`src/rtl/drv_conf_scheduler.sv`:
```
// TLC5957 function-control word scheduler: host shadow register, commits applied at slice boundaries.
// Optional DRV_CONF_READBACK_EN adds a registered readback port for the active word.
module drv_conf_scheduler #(
  parameter logic [47:0] DEFAULT_CONF = 48'h0,
  parameter int unsigned APPLY_CYCLES = 70,
  parameter int unsigned SAFE_TIMEOUT = 4096
) (
  input  logic        clk,
  input  logic        nrst,
  input  logic        clk_enable,
  input  logic        cfg_wr_valid,
  input  logic [2:0]  cfg_wr_addr,
  input  logic [15:0] cfg_wr_data,
  input  logic        cfg_commit,
  input  logic        column_ready,
`ifdef DRV_CONF_READBACK_EN
  input  logic [2:0]  cfg_rd_addr,
  output logic [15:0] cfg_rd_data,
`endif
  output logic [47:0] serialized_conf,
  output logic        new_configuration_ready,
  output logic        cfg_busy,
  output logic        cfg_done
);

  localparam logic [15:0] ApplyLast = 16'(APPLY_CYCLES - 1);
  localparam logic [15:0] SafeLast  = 16'(SAFE_TIMEOUT - 1);

  typedef enum logic [2:0] {StBoot, StIdle, StWaitSafe, StIssue, StApply} state_e;

  state_e      state_q, state_d;
  logic [15:0] cnt_q, cnt_d;
  logic [47:0] shadow_q, shadow_d;
  logic [47:0] active_q, active_d;
  logic        pending_q, pending_d;
  logic        ncr_q, ncr_d;
  logic        done_q, done_d;
  logic        pend_clr;
  logic [15:0] cnt_inc;

  assign cnt_inc = (cnt_q == 16'hFFFF) ? cnt_q : cnt_q + 16'd1;

  always_comb begin
    shadow_d = shadow_q;
    if (cfg_wr_valid) begin
      case (cfg_wr_addr)
        3'd0:    shadow_d[15:0]  = cfg_wr_data;
        3'd1:    shadow_d[31:16] = cfg_wr_data;
        3'd2:    shadow_d[47:32] = cfg_wr_data;
        default: ;
      endcase
    end
  end

  always_comb begin
    state_d  = state_q;
    cnt_d    = cnt_q;
    active_d = active_q;
    pend_clr = 1'b0;
    done_d   = 1'b0;
    if (clk_enable) begin
      case (state_q)
        StBoot: state_d = StIssue;
        StIdle: begin
          if (pending_q) begin
            state_d = StWaitSafe;
            cnt_d   = '0;
          end
        end
        StWaitSafe: begin
          // Boundary and timeout together still produce a single issue.
          if (column_ready || (cnt_q == SafeLast)) begin
            active_d = shadow_q;
            pend_clr = 1'b1;
            state_d  = StIssue;
          end else begin
            cnt_d = cnt_inc;
          end
        end
        StIssue: begin
          state_d = StApply;
          cnt_d   = '0;
        end
        StApply: begin
          if (cnt_q == ApplyLast) begin
            done_d  = 1'b1;
            cnt_d   = '0;
            state_d = pending_q ? StWaitSafe : StIdle;
          end else begin
            cnt_d = cnt_inc;
          end
        end
        default: state_d = StBoot;
      endcase
    end
    // A commit landing on the snapshot cycle stays pending for the next issue.
    pending_d = cfg_commit | (pending_q & ~pend_clr);
    ncr_d     = (state_d == StIssue);
  end

  always_ff @(posedge clk or negedge nrst) begin
    if (!nrst) begin
      state_q   <= StBoot;
      cnt_q     <= '0;
      shadow_q  <= DEFAULT_CONF;
      active_q  <= DEFAULT_CONF;
      pending_q <= 1'b0;
      ncr_q     <= 1'b0;
      done_q    <= 1'b0;
    end else begin
      state_q   <= state_d;
      cnt_q     <= cnt_d;
      shadow_q  <= shadow_d;
      active_q  <= active_d;
      pending_q <= pending_d;
      ncr_q     <= ncr_d;
      done_q    <= done_d;
    end
  end

  assign serialized_conf         = active_q;
  assign new_configuration_ready = ncr_q;
  assign cfg_done                = done_q;
  assign cfg_busy                = (state_q != StIdle) | pending_q;

`ifdef DRV_CONF_READBACK_EN
  logic [15:0] rd_data_q, rd_data_d;

  always_comb begin
    rd_data_d = 16'h0;
    case (cfg_rd_addr)
      3'd0:    rd_data_d = active_q[15:0];
      3'd1:    rd_data_d = active_q[31:16];
      3'd2:    rd_data_d = active_q[47:32];
      default: rd_data_d = 16'h0;
    endcase
  end

  always_ff @(posedge clk or negedge nrst) begin
    if (!nrst) begin
      rd_data_q <= 16'h0;
    end else begin
      rd_data_q <= rd_data_d;
    end
  end

  assign cfg_rd_data = rd_data_q;
`endif

endmodule
```
`config.mk`:
```
export PLATFORM = sky130hd
export DESIGN_NAME = drv_conf_scheduler
export DESIGN_NICKNAME = d
export VERILOG_FILES = /design/src/rtl/drv_conf_scheduler.sv
export SDC_FILE = /design/constraint.sdc
export NUM_CORES = 1
export LEC_CHECK = 0
export CORE_MARGIN = 2
export CORE_UTILIZATION = 53
export DETAILED_ROUTE_END_ITERATION = 8
export GPL_ROUTABILITY_DRIVEN = 0
export GPL_TIMING_DRIVEN = 0
export PLACE_DENSITY = 0.9
export SLEW_MARGIN = 25
export SYNTH_ARGS = -nofsm -noshare
export SYNTH_HDL_FRONTEND = slang
export SYNTH_SLANG_ARGS = --single-unit
```
`constraint.sdc`:
```
create_clock -name clk -period 6 [get_ports clk]
set_input_delay 1.2 -clock clk [delete_from_list [all_inputs] [get_ports clk]]
set_output_delay 1.2 -clock clk [all_outputs]
set_load 0.02 [all_outputs]
```
Yosys cells after proc, flatten, opt, wreduce, memory -nomap -nowiden --
Cells that the tools add are included. Widths: inputs -> output; s select.
Operators by class: add/sub/neg operators 1, eq/ne operators 13, mux-type cells 17, bitwise operators 4, reductions and logical operators 9
Operator list (count):
- $mux 16 | 4
- $pmux 16 s4 | 1
- $add 16x1->16 const B | 1
- $eq 16x12->1 const B | 1
- $eq 16x16->1 const B | 1
- $eq 16x7->1 const B | 1
- $pmux 3 s5 | 1
- $eq 3x2->1 const B | 4
- $mux 3 | 4
- $eq 3x1->1 const B | 2
- $logic_not 3->1 | 2
- $mux 1 | 6
- $reduce_and 2->1 | 3
- $ne 2x2->1 const B | 2
- $reduce_and 4->1 | 1
- $reduce_bool 4->1 | 1
- $eq 3x3->1 const B | 1
- $ne 3x1->1 const B | 1
- $reduce_and 3->1 | 1
- $mux 2 | 1
- $or 1x1->1 | 2
- $and 1x1->1 | 1
- $logic_or 1x1->1 | 1
- $not 1->1 | 1
Storage, ports and cells: register bits after elaboration 118, bits of input ports 25, output and inout bits 51, logic and storage cells 53

Logic depth before layout (Yosys ltp) --
word-level depth 8, gate-level depth with buffers 9, depth with buffers taken out 7

Worst setup path after synthesis --
OpenSTA, ideal clock, no wires.
path type input -> register, from in clk_enable, to reg active_q[38], in the netlist serialized_conf[38], library setup time 0.125 ns, arrival 2.724 ns, required time 5.875 ns, setup slack 3.151 ns, cell stages on the path 8, buffers on the path 4, cells stage by stage clkbuf_1 nor2b_1 inv_1 or4_1 clkbuf_1 buf_6 buf_6 mux2_4
On the way: longest elaborated chain between the ends 1
RTL lines:
- start, declared | line 10 | input logic clk_enable,
- $reduce_and 3->1 (no line)
- end signal, assigned | line 114 | active_q <= active_d;
- end, declared | line 34 | logic [47:0] active_q, active_d;
No other way between the ends. A chain may end at the register's enable or synchronous reset.

Worst setup path after layout --
from reg state_q[1], to out cfg_busy
On the way: longest elaborated chain between the ends 2
RTL lines:
- start, declared | line 31 | state_e state_q, state_d;
- start signal, assigned | line 103 | state_q <= StBoot;
- start signal, assigned | line 111 | state_q <= state_d;
- $ne 3x1->1 | line 124 | assign cfg_busy = (state_q != StIdle) | pending_q;
- $or 1x1->1 | line 124
- end, declared | line 22 | output logic cfg_busy,
No other way between the ends.

==> impl_metrics.csv <==
group,metric,value,unit
timing,finalSetupViolCount,0,
logic_synthesis,synth_area_leaders,"dfrtp_1 60%, mux2_2 20%, mux2_4 2.7%, o21ai_0 1.2%, a21oi_1 1.1%",
power_and_ir_drop,p_switching,0.00106,W
timing,post-route-period-util,0.535,
logic_synthesis,yosys_register_bits,118,
logic_synthesis,synth_top_area_share,0.597,
timing,min_period,3.21,ns
route,dr_total_vias,3399,
global_route,antenna_found_initial,0,
cells_and_area,final_common_cell,"dfrtp_1",
critical_path,crit_type,"reg -> out",
logic_synthesis,synth_nets,385,
cells_and_area,final_cell_mix,"118 x dfrtp_1, 87 x mux2_2, 73 x clkdlybuf4s50_1",
route,route.detailed.drc,0,
timing,setup-tns-final,0,ns
floorplanning,row_count,35,
logic_synthesis,synth-seq-area-share,0.597,
timing,slew_headroom,0.540,
critical_path,startpoint,"state_q[1]",
power_and_ir_drop,totalPowerFinal,0.00333,W
critical_path,reg2reg_from,"cnt_q[0]",
clock_tree,clock_latency,0.52,ns
power_and_ir_drop,internal-power,0.00228,W
critical_path,start_kind,"register",
critical_path,endpoint,"cfg_busy",
logic_synthesis,synth_top_cell_by_area,"dfrtp_1",
place,place_ws,2.45,ns
flow_run,max_cap_violations,0,
place,portBuffers,74,
critical_path,rrSetupSlack,3.35,ns
logic_synthesis,synthFlopType,"dfrtp_1",
critical_path,cp-end-kind,"primary output",
timing,worstMarginPinSlew,0.690,ns
clock_tree,cts.clk_slew.worst_paths,0.06,ns
global_route,grt_usage,0.248,
timing,hold_violations,0,
logic_synthesis,synth.avg_cell_area,13.8,µm²
min_path,min_from,"serialized_conf[4]",
timing,skew,0.0112,ns
cells_and_area,n_antenna_cell,0,
cells_and_area,drive_gt1_frac,0.305,
clock_tree,cts_max_level,4,
route,drt_wl_total,11.6,mm
route,avgViaCountPerCell,5.90,
clock_tree,clockBufferDepth,2,
route,drtAntennaViolNets,0,
global_route,grt_max_degree,69,
power_and_ir_drop,powerDensity,516,nW/µm²
floorplanning,coreArea,9150,µm²
logic_synthesis,async_flop_share,1.00,
clock_tree,cts_tree,"built",
floorplanning,start_util,0.541,
critical_path,cp.required,4.80,ns
min_path,hold_class,"reg -> reg",
floorplanning,die_area,10100,µm²
status,status,"finished clean",
critical_path,r2r_cells,8,
timing,drv_slew,0,
power_and_ir_drop,sw_frac_of_total,0.317,
floorplanning,die_h,101,µm
place,dp_hpwl,7.32,mm
floorplanning,die_x,101,µm
timing,rsz0062_at_grt,"no",
cells_and_area,nFillCells,573,
cells_and_area,nets,479,
route,drt-pass1-iter-count,6,
power_and_ir_drop,p_leak,2.76,nW
logic_synthesis,yosysWarnings,0,
global_route,grt_pass1_vias,3584,
clock_tree,ctsRootBufferMaster,"clkbuf_8",
clock_tree,numCtsBuffers,17,
clock_tree,post_cts.repair.setup_buffers,0,
timing,max_clock_freq,312,MHz
power_and_ir_drop,p_clk_frac,0.304,
route,wl_per_cell,20.1,µm
logic_synthesis,synthCells,358,
timing,finalWorstSetupSlack,2.79,ns
global_route,gr-total-overflow,0,
clock_tree,postCtsHoldBufs,0,
clock_tree,clock-sinks,118,
clock_tree,cts_resized,0,
critical_path,critical_path_arrival,2.01,ns
power_and_ir_drop,peakVddDrop,332,µV
logic_synthesis,synth_cell_type_count,46,
logic_synthesis,synth_edf_count,0,
floorplanning,io_pins,76,
critical_path,crit_path_max_fanout,10,
power_and_ir_drop,sequentialPowerShare,0.365,
cells_and_area,syn_to_final_growth,30.5,%
power_and_ir_drop,pwr-share-comb,0.331,
critical_path,rr_endpoint,"cnt_q[3]",
global_route,grt_first_pass_wirelength,18.9,mm
logic_synthesis,netlist_area,4950,µm²
route,drt_iter0_drc,192,
[state kept, by name (all words and copies together), names as in the netlist]
register                 cells
serialized_conf             48
shadow_q                    48
cnt_q                       16
state_q                      3
cfg_done                     1
new_configuration_ready      1
pending_q                    1
[worst min path at each step]
stage | to | slack, ns | cells past startpoint
global placement | serialized_conf[3] | 0.48 | 1
finish | serialized_conf[4] | 0.50 | 1
CTS | serialized_conf[39] | 0.51 | 1
global route | shadow_q[28] | 0.52 | 1
floorplan | serialized_conf[0] | 0.48 | 1
detailed placement | serialized_conf[36] | 0.49 | 1
[power groups by stage]
stage                     combinational, W  clock, W  sequential [W]
after floorplan                   0.000427         0         0.00138
after global placement             0.00105         0         0.00120
after detailed placement           0.00109         0         0.00122
after CTS                          0.00111   0.00102         0.00122
after global routing               0.00117   0.00106         0.00125
final                              0.00110   0.00101         0.00122
[Yosys cell counts (3+ instances only)]
cell / instances
dfrtp_1: 118
nand2_1: 9
or3_1: 5
buf_2: 6
or4_1: 6
nand2b_1: 3
nand3_1: 5
clkbuf_1: 10
mux2_4: 9
o21a_1: 4
nor3b_1: 3
o31ai_1: 5
mux2_2: 87
o22a_1: 3
nand4_1: 4
inv_1: 9
nor4_1: 3
o21ai_0: 12
a21oi_1: 11
nor2_1: 8
nor3_1: 6
[critical path, stage by stage (launching register included)]
cell and delay [ns]:
dfrtp_1 0.36, clkbuf_1 0.21, nor3_1 0.29, nand2_1 0.09, clkdlybuf4s50_1 0.56
[per-stage QoR]
stage,cells,instance area (µm²),util,hold slack (ns)
finish,576,6460,0.706,0.502
global placement,543,5830,0.637,0.484
floorplan,358,4950,-,0.477
CTS,576,6460,0.706,0.506
global route,576,6460,0.706,0.523
detailed placement,544,5870,0.642,0.492
[layout make-up]
type                       instances  area, µm²  area share
tap                              111        139      0.0215
buffer                            19       93.8      0.0145
clock buffer                      21        439      0.0680
clock inverter                    11        149      0.0230
inverter                           9       33.8     0.00523
multi-input combinational        212       1880       0.291
sequential                       118       2950       0.457
timing repair buffer              75        769       0.119
[routing by layer]
| metal | vias up | GRT usage | wire length (µm) |
|---|---|---|---|
| met2 | 135 | 0.425 | 6190 |
| met5 | - | 0 | 0 |
| li1 | 1507 | - | - |
| met3 | 23 | 0.0700 | 593 |
| met1 | 1734 | 0.303 | 4610 |
| met4 | 0 | 0.0854 | 204 |
[cell families after synthesis]
family	count (synthesis)	share of synthesized area
multiplexers	97	0.227
AO/OA/AOI/OAI	51	0.0705
AND/OR/NAND/NOR	62	0.0746
flip-flops	118	0.597
adder cells (fa/ha/maj)	2	0.00506
buffers and inverters	28	0.0258
Power figures use the tool's default switching activity.
